===== src/rtl/vga_sync.sv =====
// vga_sync: VGA timing generator advancing h/v counters on each pixel enable tick,
// producing registered active-low syncs, video_on, pixel coordinates and a frame-start pulse.
module vga_sync #(
  parameter int HD  = 640,
  parameter int HFP = 16,
  parameter int HSW = 96,
  parameter int HBP = 48,
  parameter int VD  = 480,
  parameter int VFP = 10,
  parameter int VSW = 2,
  parameter int VBP = 33
) (
  input  logic       clk,
  input  logic       reset,
  input  logic       pix_tick,
  output logic       hsync,
  output logic       vsync,
  output logic       video_on,
  output logic [9:0] pixel_x,
  output logic [9:0] pixel_y,
  output logic       frame_start
);
  localparam logic [9:0] H_MAX = 10'(HD + HFP + HSW + HBP - 1);
  localparam logic [9:0] V_MAX = 10'(VD + VFP + VSW + VBP - 1);
  localparam logic [9:0] H_DSP = 10'(HD);
  localparam logic [9:0] V_DSP = 10'(VD);
  localparam logic [9:0] HS_LO = 10'(HD + HFP);
  localparam logic [9:0] HS_HI = 10'(HD + HFP + HSW - 1);
  localparam logic [9:0] VS_LO = 10'(VD + VFP);
  localparam logic [9:0] VS_HI = 10'(VD + VFP + VSW - 1);
  logic [9:0] h_q, h_d, v_q, v_d;
  logic       hs_q, hs_d, vs_q, vs_d, fs_q, fs_d, h_end;
  // Syncs decode the next counts so they switch on the same edge as the counters.
  always_comb begin
    h_end = h_q == H_MAX;
    h_d   = pix_tick ? (h_end ? 10'd0 : h_q + 10'd1) : h_q;
    v_d   = (pix_tick && h_end) ? ((v_q == V_MAX) ? 10'd0 : v_q + 10'd1) : v_q;
    hs_d  = !(h_d >= HS_LO && h_d <= HS_HI);
    vs_d  = !(v_d >= VS_LO && v_d <= VS_HI);
    fs_d  = pix_tick && h_end && (v_q == V_MAX);
  end
  always_ff @(posedge clk) begin
    if (!reset) begin
      h_q  <= '0;
      v_q  <= '0;
      hs_q <= 1'b1;
      vs_q <= 1'b1;
      fs_q <= 1'b0;
    end else begin
      h_q  <= h_d;
      v_q  <= v_d;
      hs_q <= hs_d;
      vs_q <= vs_d;
      fs_q <= fs_d;
    end
  end
  assign hsync       = hs_q;
  assign vsync       = vs_q;
  assign frame_start = fs_q;
  assign pixel_x     = h_q;
  assign pixel_y     = v_q;
  assign video_on    = (h_q < H_DSP) && (v_q < V_DSP);
endmodule


===== config.mk =====
export PLATFORM = sky130hd
export DESIGN_NAME = vga_sync
export DESIGN_NICKNAME = d
export VERILOG_FILES = /design/src/rtl/vga_sync.sv
export SDC_FILE = /design/constraint.sdc
export NUM_CORES = 1
export LEC_CHECK = 0
export ABC_AREA = 1
export BUFFER_PORTS_ARGS = -buffer_cell sky130_fd_sc_hd__buf_4
export CORE_ASPECT_RATIO = 1.5
export CORE_MARGIN = 1.5
export CORE_UTILIZATION = 40
export CTS_BUF_LIST = sky130_fd_sc_hd__clkbuf_8
export DETAILED_ROUTE_END_ITERATION = 16
export GPL_ROUTABILITY_DRIVEN = 0
export PLACE_DENSITY = 0.7
export SYNTH_ARGS = -nofsm -noshare
export SYNTH_HDL_FRONTEND = slang
export SYNTH_SLANG_ARGS = --single-unit

===== constraint.sdc =====
create_clock -name clk -period 2.1 [get_ports clk]
set_input_delay 0.21 -clock clk [delete_from_list [all_inputs] [get_ports clk]]
set_output_delay 0.21 -clock clk [all_outputs]
set_load 0.1 [all_outputs]

Yosys cells after proc, flatten, opt, wreduce, memory -nomap -nowiden
Cells that the tools add are included.
{"block": "op_classes", "add_sub_neg": 2, "magnitude_cmp": 6, "eq_ne": 2, "mux": 4, "n_reduce_logical": 7}
{"op": "two-way mux 10 bit", "n": 4}
{"op": "adder 10 x 1 -> 10 bit, second input constant", "n": 2}
{"op": "== test 10 bit, second input constant", "n": 2}
{"op": ">= comparator 10 bit, second input constant", "n": 1}
{"op": ">= comparator 10 x 9 -> 1 bit, second input constant", "n": 1}
{"op": "less-or-equal comparator 10 bit, second input constant", "n": 1}
{"op": "less-or-equal comparator 10 x 9 -> 1 bit, second input constant", "n": 1}
{"op": "< comparator 10 bit, second input constant", "n": 1}
{"op": "< comparator 10 x 9 -> 1 bit, second input constant", "n": 1}
{"op": "logical AND 1 bit", "n": 5}
{"op": "logical NOT 1 bit", "n": 2}
{"block": "word_totals", "ff_bits": 23, "input_bits": 3, "out_inout_bits": 24, "word_cells": 26}

Depth between registers and ports, before layout
{"block": "logic_depth", "depth_word": 6, "ltp_mapped": 12, "ltp_nobuf": 11}

Worst setup path after synthesis
No wires, ideal clock.
{"block": "synth_timing", "kind": "reg-to-output", "from": "register v_q[5] (netlist: pixel_y[5])", "to": "output port video_on", "arrival_ps": 2360, "required_ps": 1890, "setup_slack_ps": -470, "stages_incl_launch_ff": 5, "path_buffers": 1, "cell_sequence": "dfxtp_1 -> clkbuf_1 -> nand4_1 -> nand2_1 -> nor2_1"}
{"block": "synth_between", "elab_chain_cells": 2}
{"item": "start, declared", "line": "31", "rtl": "logic [9:0] h_q, h_d, v_q, v_d;"}
{"item": "start signal, assigned", "line": "51", "rtl": "v_q <= v_d;"}
{"item": "< comparator 10 x 9 -> 1 bit", "line": "62", "rtl": "assign video_on = (h_q < H_DSP) && (v_q < V_DSP);"}
{"item": "logical AND 1 bit", "line": "62"}
{"item": "end, declared", "line": "18", "rtl": "output logic video_on,"}
Every way passes these cells.

Worst setup path after layout
{"block": "layout_timing", "from": "register h_q[0] (netlist: pixel_x[0])", "to": "register vs_q (netlist: vsync)"}
{"block": "layout_between", "elab_chain_cells": 6, "word_cells_on_any_way": 7, "classes_between": "order compare (2); eq/ne (1); mux (1); reduce/logical (3)"}
{"item": "start, declared", "line": "31"}
{"item": "start signal, assigned", "line": "44", "rtl": "h_q <= '0;"}
{"item": "start signal, assigned", "line": "50", "rtl": "h_q <= h_d;"}
{"item": "== test 10 bit *", "line": "35", "rtl": "h_end = h_q == H_MAX;"}
{"item": "logical AND 1 bit *", "line": "37", "rtl": "v_d = (pix_tick && h_end) ? ((v_q == V_MAX) ? 10'd0 : v_q + 10'd1) : v_q;"}
{"item": "two-way mux 10 bit *", "line": "37"}
{"item": ">= comparator 10 x 9 -> 1 bit or less-or-equal comparator 10 x 9 -> 1 bit (tied branches)", "line": "39", "rtl": "vs_d = !(v_d >= VS_LO && v_d <= VS_HI);"}
{"item": "logical AND 1 bit *", "line": "39"}
{"item": "logical NOT 1 bit *", "line": "39"}
{"item": "end signal, assigned", "line": "53", "rtl": "vs_q <= vs_d;"}
{"item": "end, declared", "line": "32", "rtl": "logic hs_q, hs_d, vs_q, vs_d, fs_q, fs_d, h_end;"}
Mark *: on every way between the ends. The rest lies on a longest branch, timed or not.
A chain may end at the register's enable or synchronous reset.

==> reports/qor.yml <==
run_status: "finished clean"
path_class: "reg -> reg"
place.detailed.hpwl_microns: 2490
clockPowerShare_pct: 35.5
timing.final.setup_violations: 0
syn-num-nets: 228
worst_skew_pair.late_latency_ns: 0.26
worstHoldStart: "reset"
synth_cell_type_count: 23
setup_ws_ns: 0.377
drt-initial-drc-count: 21
post_drt_wl_per_cell_microns: 11.2
setup.worst_path.end_class: "flop"
core-area_sq_um: 3220
timing.critical_path.required_ns: 2.26
place_worst_setup_slack_ns: 0.363
timing.final.crit_period_ns: 1.72
mappedNetlistArea_sq_um: 1370
numClockSinks: 23
ys_warn_count: 0
grtUsageTotal_pct: 18.1
pwr_density_cell_nw_per_um2: 465
post_cts.repair.setup_buffers: 0
cts_hold_buffers: 0
first_pass_grt_wire_length_microns: 5290
mostFrequentLayoutCell: "sky130_fd_sc_hd__nand2_1"
cts_tree: "done"
combPwrFrac_pct: 6.5
initial_core_util_pct: 42.5
cellInternalPower_uw: 582
achievable-frequency_mhz: 580
timing.slew.headroom_pct: 58.5
net-switching-power_uw: 182
htree_levels: 1
worst-slew-pin-transition_ns: 0.622
drc: 0
hold-path-cell-count: 3
areaGrowthSynthToFinish_pct: 20.0
met1_usage_pct: 20.3
slew_viol_final: 0
postSynthRegisterBits: 23
number_of_placement_rows: 25
grt_util_met2_pct: 33.9
ctsRootBufferMaster: "sky130_fd_sc_hd__clkbuf_8"
cp-start-kind: "flop"
antenna_cells_inserted: 0
clock_transition_time_at_the_flip_flop_clock_pins_of_the_worst_setup_and_hold_paths_ns: 0.08
fp.dieH_microns: 74.7
crit-reg2reg-launch: "pixel_x[0]"
power_switching_share_pct: 23.8
tns_ns: 0
placed_cells_incl_taps: 281
globalRoute.totalOverflow: 0
finish.cell_count_without_fillers: 285
cts_made_buffers: 3
avgViaCountPerCell: 4.85
r2r-end: "vsync"
post-route-cell-area_sq_um: 1640
power.static_leakage_uw: 0.000748
finalClockSkew_ns: 0.00464
clock_tree.buffer_depth: 2
rsz0062_at_grt: "no"
min_path_type: "in -> reg"
worst-r2r-setup-slack_ns: 0.38
worst_path_most_repeated_cell: "sky130_fd_sc_hd__nand2_1"
synthesis.area_per_instance_sq_um: 6.17
post-route-util_pct: 51.0
fraction_of_final_layout_cells_sized_beyond_drive_strength_1_pct: 18.8
cts_resized: 0
max_cap_violations: 0
synth.yosys.seq_area_share_pct: 33.6
crit_chain: "ha_1 > nand2_1 > nor2_4 > nand2_4 > nor2_4 > nand3_2 > nand3_1 > nand2_1 > nor2_1 > nand2_1"
max_stage_delay_ns: 0.37
antenna_found_initial: 0
timing.critical_path.arrival_ns: 1.88
share_seq_of_total_power_pct: 58.0
first_global_vias: 1263
wl_microns: 3190
global_route.usage.met3_pct: 1.98
die_area_sq_um: 3790
top_usage_layer: "met2"
power.ir.vdd_worst_v: 0.000335
io_pins: 27
detailroute.via_count: 1383
placed_area_sq_um: 1600
most-common-layout-cells: "sky130_fd_sc_hd__nand2_1, sky130_fd_sc_hd__nor2_1, sky130_fd_sc_hd__inv_1"
worst_reg2reg_path_depth: 10
route.antenna.remaining_nets: 0
holdPathEnd: "pixel_y[1]"
fp.dieW_microns: 50.8
maximum_number_of_pins_on_one_net_before_global_route_repair: 21
drtPass1Iterations: 4
critical_path.max_fanout: 12
finalNetCount: 252
buffer_ports.inserted: 26
critical_path.slowest_cell: "sky130_fd_sc_hd__dfxtp_2"
netlist_instances: 222
finalHoldViolations: 0
min_period_over_period_pct: 82.0
[how the worst max path moves through the flow]
stage,startpoint,end,slack [ns],cells past startpoint
2_1_floorplan,pixel_x[9],vsync,0.01,10
3_3_place_gp,pixel_x[0],vsync,0.38,10
3_5_place_dp,pixel_x[0],vsync,0.36,10
4_1_cts,pixel_x[0],vsync,0.34,10
5_1_grt,pixel_x[0],vsync,0.11,10
6_report,pixel_x[0],vsync,0.38,10
[sequential cells by signal, summed over array words and instances, names as in the netlist]
register	count
frame_start	1
hsync	1
pixel_x	10
pixel_y	10
vsync	1
[per-stage QoR]
stage / hold WS, ns / total power [uW]
finish: 0.244 / 764
global route: 0.239 / 799
CTS: 0.246 / 774
detailed placement: 0.477 / 504
global placement: 0.460 / 504
floorplan: 0.352 / 492
[kinds of logic (layout without fill, tap and decap cells)]
logic type	count (synthesis)	after routing	synth area share, %
AO/OA/AOI/OAI	16	16	6.21
XOR/XNOR	3	3	1.92
adder cells (fa/ha/maj)	3	3	2.74
buffers and inverters	35	58	10.2
flip-flops	23	23	33.6
AND/OR/NAND/NOR	142	142	45.3
[cells in the mapped netlist (all sizes together)]
| cell type | instances | area share, % |
|---|---|---|
| xor2 | 3 | 1.9 |
| nand3 | 19 | 7.3 |
| inv | 28 | 7.7 |
| a211oi | 2 | 1.1 |
| ha | 3 | 2.7 |
| buf | 2 | 1.2 |
| o21ai | 7 | 2.6 |
| clkbuf | 5 | 1.4 |
| a21oi | 7 | 2.6 |
| nand3b | 3 | 1.9 |
| dfxtp | 23 | 34 |
| nand2 | 70 | 20 |
| nand4 | 5 | 2.3 |
| nor2 | 43 | 13 |
| nor3 | 1 | 0.36 |
| or2 | 1 | 0.46 |
[power by group through the flow]
stage | combinational [uW] | sequential, uW | clock, uW
after floorplan | 14.5 | 477 | 0
after global placement | 50.4 | 453 | 0
after detailed placement | 50.1 | 454 | 0
after CTS | 50.1 | 443 | 281
after global routing | 52.7 | 444 | 302
final | 49.7 | 443 | 271
[layer usage]
layer | share of wire (%) | up-vias
li1 | - | 734
met3 | 2.8 | 4
met5 | 0 | -
met1 | 42 | 617
met2 | 54 | 28
met4 | 1.1 | 0
[final cells by class]
| cell class | count | area (sq um) |
|---|---|---|
| fill | 376 | 1580 |
| tap | 40 | 50.0 |
| clock inverter | 1 | 5.00 |
| multi-input combinational | 164 | 777 |
| timing repair buffer | 26 | 195 |
| sequential | 23 | 470 |
| clock buffer | 3 | 41.3 |
| inverter | 28 | 105 |
[critical path: cells and delay by family, from the launching register on]
family        cells  cell delay (ns)
simple gates      9             1.08
flops             1             0.37
fa+ha+maj         1             0.20
Note: power is estimated with default switching activity, not from simulation.
